$ cat config.mk
export PLATFORM = sky130hd
export DESIGN_NAME = lsu_mem_stage
export DESIGN_NICKNAME = d
export VERILOG_FILES = /design/src/rtl/lsu_mem_stage.sv
export SDC_FILE = /design/constraint.sdc
export NUM_CORES = 1
export LEC_CHECK = 0
export ABC_CLOCK_PERIOD_IN_PS = 2700
export CAP_MARGIN = 20
export CORE_ASPECT_RATIO = 0.9
export CORE_MARGIN = 2
export CORE_UTILIZATION = 45
export CTS_CLUSTER_SIZE = 10
export DETAILED_ROUTE_END_ITERATION = 7
export MAX_ROUTING_LAYER = met4
export PLACE_DENSITY = 0.8
export SKIP_CTS_REPAIR_TIMING = 1
export SLEW_MARGIN = 20
export SYNTH_ARGS = -nofsm -noshare
export SYNTH_HDL_FRONTEND = slang
export SYNTH_SLANG_ARGS = --single-unit
$ cat constraint.sdc
create_clock -name clk -period 2.7 [get_ports clk]
set_clock_uncertainty 0.05 [all_clocks]
set_input_delay 0.27 -clock clk [delete_from_list [all_inputs] [get_ports clk]]
set_output_delay 0.27 -clock clk [all_outputs]
set_load 0.01 [all_outputs]
$ cat src/rtl/lsu_mem_stage.sv
// Load/store stage between EX and WB: issues B/H/W(/D) accesses over req/gnt/rvalid.
// Latency: non-memory and misaligned ops retire next cycle; aligned memory ops retire >=3 cycles after accept.
// Backpressure: lsu_stall holds EX while an access is outstanding; released in the rvalid or abort cycle.
//
// Ports: clk/reset (sync, active-high); ex_* instruction from EX; lsu_stall back to EX;
// mem_req/we/adr/wdata/be out and mem_gnt/rvalid/err/rdata in for data memory;
// lsu_valid/data/rslt/rd_adr/opcode/PC/exc/exc_cause registered toward WB.
module lsu_mem_stage #(
    parameter int REG_WIDTH = 32,
    parameter int PC_WIDTH  = 32,
    parameter int TIMEOUT   = 16
) (
    input  logic                   clk,
    input  logic                   reset,
    input  logic                   ex_valid,
    input  logic [6:0]             ex_opcode,
    input  logic [2:0]             ex_funct3,
    input  logic [REG_WIDTH-1:0]   ex_rslt,
    input  logic [REG_WIDTH-1:0]   ex_rs2,
    input  logic [4:0]             ex_rd_adr,
    input  logic [PC_WIDTH-1:0]    ex_PC,
    output logic                   lsu_stall,
    output logic                   mem_req,
    output logic                   mem_we,
    output logic [PC_WIDTH-1:0]    mem_adr,
    output logic [REG_WIDTH-1:0]   mem_wdata,
    output logic [REG_WIDTH/8-1:0] mem_be,
    input  logic                   mem_gnt,
    input  logic                   mem_rvalid,
    input  logic                   mem_err,
    input  logic [REG_WIDTH-1:0]   mem_rdata,
    output logic                   lsu_valid,
    output logic [REG_WIDTH-1:0]   lsu_data,
    output logic [REG_WIDTH-1:0]   lsu_rslt,
    output logic [4:0]             lsu_rd_adr,
    output logic [6:0]             lsu_opcode,
    output logic [PC_WIDTH-1:0]    lsu_PC,
    output logic                   lsu_exc,
    output logic [1:0]             lsu_exc_cause
);
    localparam int NB = REG_WIDTH / 8;
    localparam int LW = $clog2(NB);
    localparam int TW = $clog2(TIMEOUT) + 1;
    localparam logic [6:0] OP_LOAD  = 7'b0000011;
    localparam logic [6:0] OP_STORE = 7'b0100011;

    typedef enum logic [1:0] {S_IDLE, S_REQ, S_RESP} state_t;

    // Returns {sign_extend, log2(bytes)}; unknown codes fall back to a signed word.
    function automatic logic [2:0] dec_size(input logic [2:0] f3);
        case (f3)
            3'b000:  return 3'b100;
            3'b001:  return 3'b101;
            3'b010:  return 3'b110;
            3'b100:  return 3'b000;
            3'b101:  return 3'b001;
            3'b011:  return (REG_WIDTH == 64) ? 3'b011 : 3'b110;
            3'b110:  return (REG_WIDTH == 64) ? 3'b010 : 3'b110;
            default: return 3'b110;
        endcase
    endfunction

    state_t                 state_q, state_d;
    logic [TW-1:0]          timer_q, timer_d;
    logic [6:0]             op_q, op_d;
    logic [2:0]             f3_q, f3_d;
    logic [REG_WIDTH-1:0]   adr_q, adr_d;
    logic [REG_WIDTH-1:0]   rs2_q, rs2_d;
    logic [4:0]             rd_q, rd_d;
    logic [PC_WIDTH-1:0]    pc_q, pc_d;

    logic                   lsu_valid_q, lsu_valid_d;
    logic [REG_WIDTH-1:0]   lsu_data_q, lsu_data_d;
    logic [REG_WIDTH-1:0]   lsu_rslt_q, lsu_rslt_d;
    logic [4:0]             lsu_rd_adr_q, lsu_rd_adr_d;
    logic [6:0]             lsu_opcode_q, lsu_opcode_d;
    logic [PC_WIDTH-1:0]    lsu_PC_q, lsu_PC_d;
    logic                   lsu_exc_q, lsu_exc_d;
    logic [1:0]             lsu_exc_cause_q, lsu_exc_cause_d;

    logic [2:0]             ex_dec, hold_dec;
    logic                   ex_mem, ex_aligned, timeout;
    logic                   retire_hold, hold_fault;
    logic [LW-1:0]          lane;
    logic [NB-1:0]          size_mask;
    logic [REG_WIDTH-1:0]   ld_mask, rd_shift, ld_data;
    logic                   ld_sign;

    assign ex_dec     = dec_size(ex_funct3);
    assign hold_dec   = dec_size(f3_q);
    assign ex_mem     = (ex_opcode == OP_LOAD) || (ex_opcode == OP_STORE);
    assign ex_aligned = (ex_rslt[2:0] & 3'((1 << ex_dec[1:0]) - 1)) == 3'd0;
    assign timeout    = (timer_q == TW'(TIMEOUT - 1));
    assign lane       = adr_q[LW-1:0];

    // Access-size masks for the held op: per byte for mem_be, per bit for load extraction.
    always_comb begin
        size_mask = '0;
        ld_mask   = '0;
        for (int i = 0; i < NB; i++) begin
            size_mask[i]      = (i < (1 << hold_dec[1:0]));
            ld_mask[8*i +: 8] = {8{size_mask[i]}};
        end
    end

    // Bring the addressed lane down to bit 0; the top bit of ld_mask selects the sign bit.
    assign rd_shift = mem_rdata >> {lane, 3'b000};
    assign ld_sign  = hold_dec[2] & (|(rd_shift & ld_mask & ~(ld_mask >> 1)));
    assign ld_data  = (rd_shift & ld_mask) | (ld_sign ? ~ld_mask : '0);

    assign mem_req   = (state_q == S_REQ);
    assign mem_we    = (op_q == OP_STORE);
    assign mem_adr   = PC_WIDTH'(adr_q);
    assign mem_be    = size_mask << lane;
    assign mem_wdata = rs2_q << {lane, 3'b000};

    always_comb begin
        state_d         = state_q;
        timer_d         = timer_q;
        op_d            = op_q;
        f3_d            = f3_q;
        adr_d           = adr_q;
        rs2_d           = rs2_q;
        rd_d            = rd_q;
        pc_d            = pc_q;
        lsu_valid_d     = 1'b0;
        lsu_data_d      = lsu_data_q;
        lsu_rslt_d      = lsu_rslt_q;
        lsu_rd_adr_d    = lsu_rd_adr_q;
        lsu_opcode_d    = lsu_opcode_q;
        lsu_PC_d        = lsu_PC_q;
        lsu_exc_d       = lsu_exc_q;
        lsu_exc_cause_d = lsu_exc_cause_q;
        lsu_stall       = 1'b0;
        retire_hold     = 1'b0;
        hold_fault      = 1'b0;

        case (state_q)
            S_IDLE: begin
                if (ex_valid) begin
                    if (ex_mem && ex_aligned) begin
                        op_d      = ex_opcode;
                        f3_d      = ex_funct3;
                        adr_d     = ex_rslt;
                        rs2_d     = ex_rs2;
                        rd_d      = ex_rd_adr;
                        pc_d      = ex_PC;
                        timer_d   = '0;
                        state_d   = S_REQ;
                        lsu_stall = 1'b1;
                    end else begin
                        // ALU op passes through; a misaligned memop retires with an exception.
                        lsu_valid_d     = 1'b1;
                        lsu_data_d      = '0;
                        lsu_rslt_d      = ex_rslt;
                        lsu_rd_adr_d    = ex_rd_adr;
                        lsu_opcode_d    = ex_opcode;
                        lsu_PC_d        = ex_PC;
                        lsu_exc_d       = ex_mem;
                        lsu_exc_cause_d = {1'b0, ex_opcode == OP_STORE};
                    end
                end
            end
            S_REQ: begin
                timer_d = timer_q + 1'b1;
                if (timeout) begin
                    retire_hold = 1'b1;
                    hold_fault  = 1'b1;
                    state_d     = S_IDLE;
                end else begin
                    lsu_stall = 1'b1;
                    if (mem_gnt) state_d = S_RESP;
                end
            end
            S_RESP: begin
                timer_d = timer_q + 1'b1;
                if (mem_rvalid) begin
                    retire_hold = 1'b1;
                    hold_fault  = mem_err;
                    state_d     = S_IDLE;
                end else if (timeout) begin
                    retire_hold = 1'b1;
                    hold_fault  = 1'b1;
                    state_d     = S_IDLE;
                end else begin
                    lsu_stall = 1'b1;
                end
            end
            default: state_d = S_IDLE;
        endcase

        if (retire_hold) begin
            lsu_valid_d     = 1'b1;
            lsu_rslt_d      = adr_q;
            lsu_rd_adr_d    = rd_q;
            lsu_opcode_d    = op_q;
            lsu_PC_d        = pc_q;
            lsu_exc_d       = hold_fault;
            lsu_exc_cause_d = {1'b1, op_q == OP_STORE};
            lsu_data_d      = (!hold_fault && op_q == OP_LOAD) ? ld_data : '0;
        end
    end

    always_ff @(posedge clk) begin
        if (reset) begin
            state_q         <= S_IDLE;
            timer_q         <= '0;
            op_q            <= '0;
            f3_q            <= '0;
            adr_q           <= '0;
            rs2_q           <= '0;
            rd_q            <= '0;
            pc_q            <= '0;
            lsu_valid_q     <= 1'b0;
            lsu_data_q      <= '0;
            lsu_rslt_q      <= '0;
            lsu_rd_adr_q    <= '0;
            lsu_opcode_q    <= '0;
            lsu_PC_q        <= '0;
            lsu_exc_q       <= 1'b0;
            lsu_exc_cause_q <= '0;
        end else begin
            state_q         <= state_d;
            timer_q         <= timer_d;
            op_q            <= op_d;
            f3_q            <= f3_d;
            adr_q           <= adr_d;
            rs2_q           <= rs2_d;
            rd_q            <= rd_d;
            pc_q            <= pc_d;
            lsu_valid_q     <= lsu_valid_d;
            lsu_data_q      <= lsu_data_d;
            lsu_rslt_q      <= lsu_rslt_d;
            lsu_rd_adr_q    <= lsu_rd_adr_d;
            lsu_opcode_q    <= lsu_opcode_d;
            lsu_PC_q        <= lsu_PC_d;
            lsu_exc_q       <= lsu_exc_d;
            lsu_exc_cause_q <= lsu_exc_cause_d;
        end
    end

    assign lsu_valid     = lsu_valid_q;
    assign lsu_data      = lsu_data_q;
    assign lsu_rslt      = lsu_rslt_q;
    assign lsu_rd_adr    = lsu_rd_adr_q;
    assign lsu_opcode    = lsu_opcode_q;
    assign lsu_PC        = lsu_PC_q;
    assign lsu_exc       = lsu_exc_q;
    assign lsu_exc_cause = lsu_exc_cause_q;
endmodule
Word-level counts from Yosys, hierarchy flattened
Cells that the tools add are included.
{ "op_classes": {"n_addsub": 2, "magnitude_cmp": 4, "n_eq_ne": 18, "shifts": 5, "mux": 56, "n_bitwise": 7, "n_reduce_logical": 17} }
{ "ops": {"columns": ["op", "n"], "rows": [
  ["32-bit two-way mux", 14],
  ["32-bit bitwise AND", 2],
  ["3-bit by 32-bit less-than comparator with 1-bit output, first input constant", 2],
  ["1-bit by 32-bit less-than comparator with 1-bit output, first input constant", 1],
  ["2-bit by 32-bit less-than comparator with 1-bit output, first input constant", 1],
  ["31-bit NOT with 32-bit output", 1],
  ["32-bit NOT", 1],
  ["32-bit OR", 1],
  ["32-bit OR reduction", 1],
  ["1-bit by 2-bit left shift with 32-bit output, first input constant", 1],
  ["32-bit by 5-bit left shift with 32-bit output", 1],
  ["32-bit by 5-bit right shift with 32-bit output", 1],
  ["5-bit two-way mux", 6],
  ["7-bit two-way mux", 4],
  ["2-bit two-way mux", 10],
  ["1-bit two-way mux", 15],
  ["7-bit by 2-bit equality test with 1-bit output, second input constant", 2],
  ["7-bit by 6-bit equality test with 1-bit output, second input constant", 2],
  ["3-bit equality test, second input constant", 4],
  ["3-bit one-hot mux with 4 select lines", 1],
  ["5-bit one-hot mux with 2 select lines", 1],
  ["3-bit zero test", 3],
  ["3-bit AND reduction", 3],
  ["2-bit one-hot mux with 4 select lines", 1],
  ["other kinds (23)", 30]
]} }
{ "totals": {"reg_bits": 230, "inputBits": 149, "output_inout_bits": 183, "wordCells": 125} }

Depth between registers and ports, before layout
{ "depth": {"ltp_word": 12, "depth_mapped": 10, "ltp_nobuf": 7} }

Worst setup path after synthesis
OpenSTA, ideal clock, no wires.
{ "synth_path": {"kind": "reg-to-reg", "startpoint": "register timer_q[0]", "endpoint": "register lsu_data_q[10] (netlist: lsu_data[10])", "setup_ns": 0.072, "arrival_time_ns": 2.333, "t_required_ns": 2.578, "setup_slack_ns": 0.245, "stages_incl_launch_ff": 10, "n_path_buf": 2, "period_less_slack_ns": 2.455, "path_cell_list": "dfxtp_1 -> ha_1 -> and3_1 -> ha_1 -> clkbuf_1 -> o211a_1 -> or2_2 -> nor3_1 -> clkbuf_1 -> o2bb2ai_1"} }
{ "synth_via": {"elab_chain_cells": 8, "elab_cells_between_ends": 14, "classes_between": "2 x eq/ne; 7 x mux; 5 x reduce/logical"} }
{ "synth_lines": {"columns": ["element", "line", "rtl"], "rows": [
  ["start: declaration", "64", "logic [TW-1:0] timer_q, timer_d;"],
  ["start signal: assignment", "224", "timer_q <= timer_d;"],
  ["5-bit by 4-bit equality test with 1-bit output (*)", "93", "assign timeout = (timer_q == TW'(TIMEOUT - 1));"],
  ["1-bit two-way mux (*)", "166, 181", null],
  ["1-bit two-way mux", "177", "if (mem_rvalid) begin"],
  ["1-bit one-hot mux with 2 select lines", "138", "case (state_q)"],
  ["1-bit zero test", "200", "lsu_data_d = (!hold_fault && op_q == OP_LOAD) ? ld_data : '0;"],
  ["1-bit logical AND", "200", null],
  ["32-bit two-way mux", "200", null],
  ["32-bit two-way mux", "192", "if (retire_hold) begin"],
  ["end signal: assignment", "232", "lsu_data_q <= lsu_data_d;"],
  ["end: declaration", "73", "logic [REG_WIDTH-1:0] lsu_data_q, lsu_data_d;"]
]} }
Every way passes the cells marked *; elsewhere a longest branch is shown, timed or not.
A chain may end at the register's enable or synchronous reset.

Worst setup path after layout
{ "layout_path": {"startpoint": "register adr_q[1] (netlist: mem_adr[1])", "endpoint": "output port mem_wdata[16]"} }
{ "layout_via": {"elab_chain_cells": 1} }
{ "layout_lines": {"columns": ["element", "line", "rtl"], "rows": [
  ["start: declaration", "67", "logic [REG_WIDTH-1:0] adr_q, adr_d;"],
  ["start signal: assignment", "227", "adr_q <= adr_d;"],
  ["32-bit by 5-bit left shift with 32-bit output", "115", "assign mem_wdata = rs2_q << {lane, 3'b000};"],
  ["end: declaration", "26", "output logic [REG_WIDTH-1:0] mem_wdata,"]
]} }
No other way between the ends.

==> results.sh <==
export IMPL_synth_warnings=0
export IMPL_grt_pass1_vias=10330
export IMPL_cellLeakagePower_nw=5.044
export IMPL_area_growth_pct=41.55
export IMPL_maxSlewHeadroom=0.4951
export IMPL_worstSkewPairLatency_ps=510
export IMPL_synth_simple_area_share=0.2045
export IMPL_synth_most_common_cell="dfxtp_1"
export IMPL_crit_path_end_kind="output port"
export IMPL_period_minus_slack_ps=2564
export IMPL_synth_top_cell_area_share=0.4394
export IMPL_multi_input_area_um2=5349
export IMPL_ys_seq_area_frac=0.4394
export IMPL_grt_pass1_wl_um=56010
export IMPL_grt_max_degree=121
export IMPL_required_ps=2380
export IMPL_drv_slew=0
export IMPL_fin_total_pwr_mw=7.504
export IMPL_fin_util=0.6532
export IMPL_num_rows=52
export IMPL_place_hpwl_um=23940
export IMPL_worstSetupStartpoint="mem_adr[1]"
export IMPL_synth_enable_flop_cells=0
export IMPL_synth_top_family_by_area="compound AO/OA/AOI/OAI gates"
export IMPL_vias_per_cell=6.030
export IMPL_syn_num_nets=1453
export IMPL_slowest_delay_ps=510
export IMPL_cts_sinks=230
export IMPL_hold_class="in -> reg"
export IMPL_synthMuxAreaShare=0.04215
export IMPL_seq_area_um2=4607
export IMPL_die_h_um=148.8
export IMPL_r2r_start="timer_q[0]"
export IMPL_drt_wl_total_um=36450
export IMPL_gp_congestion=0.9617
export IMPL_drtIter0Drc=1322
export IMPL_busiest_layer="met2"
export IMPL_timing_final_crit_share=0.9496
export IMPL_grt_met3_usage=0.05421
export IMPL_syn_inst=1298
export IMPL_hold_violations=0
export IMPL_drc=0
export IMPL_synthAdderAreaFrac=0.007164
export IMPL_drive_gt1_frac=0.06282
export IMPL_synth_xor_area_share=0
export IMPL_cts_tree="built"
export IMPL_status="completed"
export IMPL_power_density_nw_per_um2=505.9
export IMPL_htree_levels=1
export IMPL_synth_compound_gate_area_share=0.2507
export IMPL_path_buf_inv=2
export IMPL_cp_max_fo=65
export IMPL_hp_start="reset"
export IMPL_die_width_um=164.9
export IMPL_io_buffers=331
export IMPL_dieArea_um2=24520
export IMPL_grt_overflow_total=0
export IMPL_vdd_drop_max_uv=385.3
export IMPL_synth_async_reset_ratio=0
export IMPL_drt_pass1_iter_count=5
export IMPL_worst_pin_slew_ps=756.1
export IMPL_synthTopCellsByCount="dfxtp_1, nand2_1, a21oi_1"
export IMPL_cts_clk_slew_worst_paths_ps=50
export IMPL_maxCapViolCount=0
export IMPL_rsz0062_at_grt="false"
export IMPL_nets=1711
export IMPL_core_area_um2=22710
export IMPL_wl_per_cell_um=19.60
export IMPL_cts_root_buf="clkbuf_16"
export IMPL_clockBufferDepth=3
export IMPL_final_antenna_net_count=0
export IMPL_fillers=1886
export IMPL_start_util=0.4615
export IMPL_crit_chain="buf_12 > mux2i_1 > o21ai_0 > clkdlybuf4s50_1"
export IMPL_vias=11220
export IMPL_worst_path_max_delay_cell="clkdlybuf4s50_1"
export IMPL_critPathTopFamily="buffers and inverters"
export IMPL_setup_viol=0
export IMPL_synth_area_um2=10480
export IMPL_pin_count=332
export IMPL_cts_inserted_buffers=27
export IMPL_use_met1=0.3767
export IMPL_yosys_top_cells_area="dfxtp_1, a311oi_1, a21oi_1, o21ai_0, nand2_1"
export IMPL_synth_avg_cell_area_um2=8.073
export IMPL_synth_cell_types=57
export IMPL_globalRouteTotalUtil=0.2918
export IMPL_met2_usage=0.4446
export IMPL_fmax_ghz=0.3900
export IMPL_crit_path_start_kind="flip-flop"
export IMPL_synth_top_cell_by_area="dfxtp_1"
export IMPL_ys_flop_type="dfxtp_1"
export IMPL_antenna_found_initial=2
export IMPL_synth_seq_cells=230
export IMPL_arrival_ps=2240
export IMPL_crit_type="reg -> out"
-- sequential cells by signal, summed over array words and instances (netlist names) --
| signal | cells |
|---|---|
| lsu_PC | 32 |
| lsu_data | 32 |
| lsu_rslt | 32 |
| mem_adr | 32 |
| pc_q | 32 |
| rs2_q | 32 |
| lsu_opcode | 7 |
| op_q | 7 |
| lsu_rd_adr | 5 |
| rd_q | 5 |
| timer_q | 5 |
| f3_q | 3 |
| lsu_exc_cause | 2 |
| state_q | 2 |
| lsu_exc | 1 |
| lsu_valid | 1 |
-- routing by layer --
| layer | wire [µm] | vias up |
|---|---|---|
| met3 | 2929 | 107 |
| met2 | 17040 | 564 |
| li1 | - | 5243 |
| met1 | 14760 | 5301 |
| met5 | 0 | - |
| met4 | 1728 | 0 |
-- cells in the final DEF, fill, tap and decap left out, drive strengths merged, types with 2 or more instances in the layout --
cell type      synthesis  routed
mux2i                 34      34
clkinv                 1       3
mux2                   7       7
clkbuf               113      31
o2bb2ai               24      24
nor3b                  5       5
a21oi                132     132
nand4                  4       4
nand3b                 2       2
o311ai                 3       3
dfxtp                230     230
inv                   10      10
and3                   2       2
and2                  10      10
a311oi                76      76
nor2b                  9       9
o32ai                  2       2
nor2                  31      31
nand2                170     170
o21ai                130     130
nand3                124     124
nand2b                 7       7
a211oi                 9       9
diode                  0       3
a221oi                 8       8
a21boi                 9       9
o31ai                  8       8
ha                     6       6
a31oi                  3       3
buf                   27      39
clkdlybuf4s50          0     329
nor3                  81      81
or2                    3       3
-- final timing paths --
kind,to,depth (start not counted),slack [ps]
max,mem_wdata[16],4,140
min,pc_q[10],2,50
max reg2reg,lsu_data[12],8,220
min reg2reg,lsu_data[20],1,410
-- report_power, final --
| group | internal [mW] | leakage, nW | switching [mW] |
|---|---|---|---|
| registers | 3.49 | 1.87 | 0.0538 |
| clock network | 1.77 | 0.345 | 1.30 |
| logic | 0.464 | 2.82 | 0.425 |
-- per-stage QoR --
| stage | cell area (µm²) | hold WS, ps | setup TNS (ps) | std cells | worst slack (ps) |
|---|---|---|---|---|---|
| 6_report | 14830 | 53.60 | 0 | 1860 | 136.0 |
| 5_1_grt | 14830 | 54.29 | 0 | 1859 | 13.80 |
| 4_1_cts | 14800 | 33.69 | -2045 | 1857 | -207.7 |
| 3_5_place_dp | 14100 | 397.2 | 0 | 1824 | 119.9 |
| 3_3_place_gp | 14100 | 394.2 | 0 | 1824 | 189.6 |
| 2_1_floorplan | 10480 | 367.7 | 0 | 1298 | 244.6 |
-- worst register-to-register path, stage by stage, from the launching register on --
cell and delay [ps]:
dfxtp_1 410, ha_1 210, and3_1 160, ha_1 160, o211a_1 220, or2_4 300
buf_4 340, o311ai_2 320, o2bb2ai_1 230
-- kinds of logic (layout without fill, tap and decap cells) --
| kind of cell | after synthesis | in the layout |
|---|---|---|
| AOI/OAI and AO/OA | 412 | 412 |
| adders and majority gates | 6 | 6 |
| buffers and inverters | 151 | 413 |
| DFF | 230 | 230 |
| muxes | 42 | 42 |
| other | 0 | 3 |
| and+or+nand+nor | 457 | 457 |
-- cell type report --
type,count,share of cell area
diodes,3,0.0005061
clock buffers,31,0.04656
clock inverters,2,0.0006748
inverters,11,0.002784
multi-input cells,917,0.3606
flip-flops and latches,230,0.3106
well taps,297,0.02505
repair buffers,369,0.2532
No activity file was read; power rests on OpenSTA's default activity.
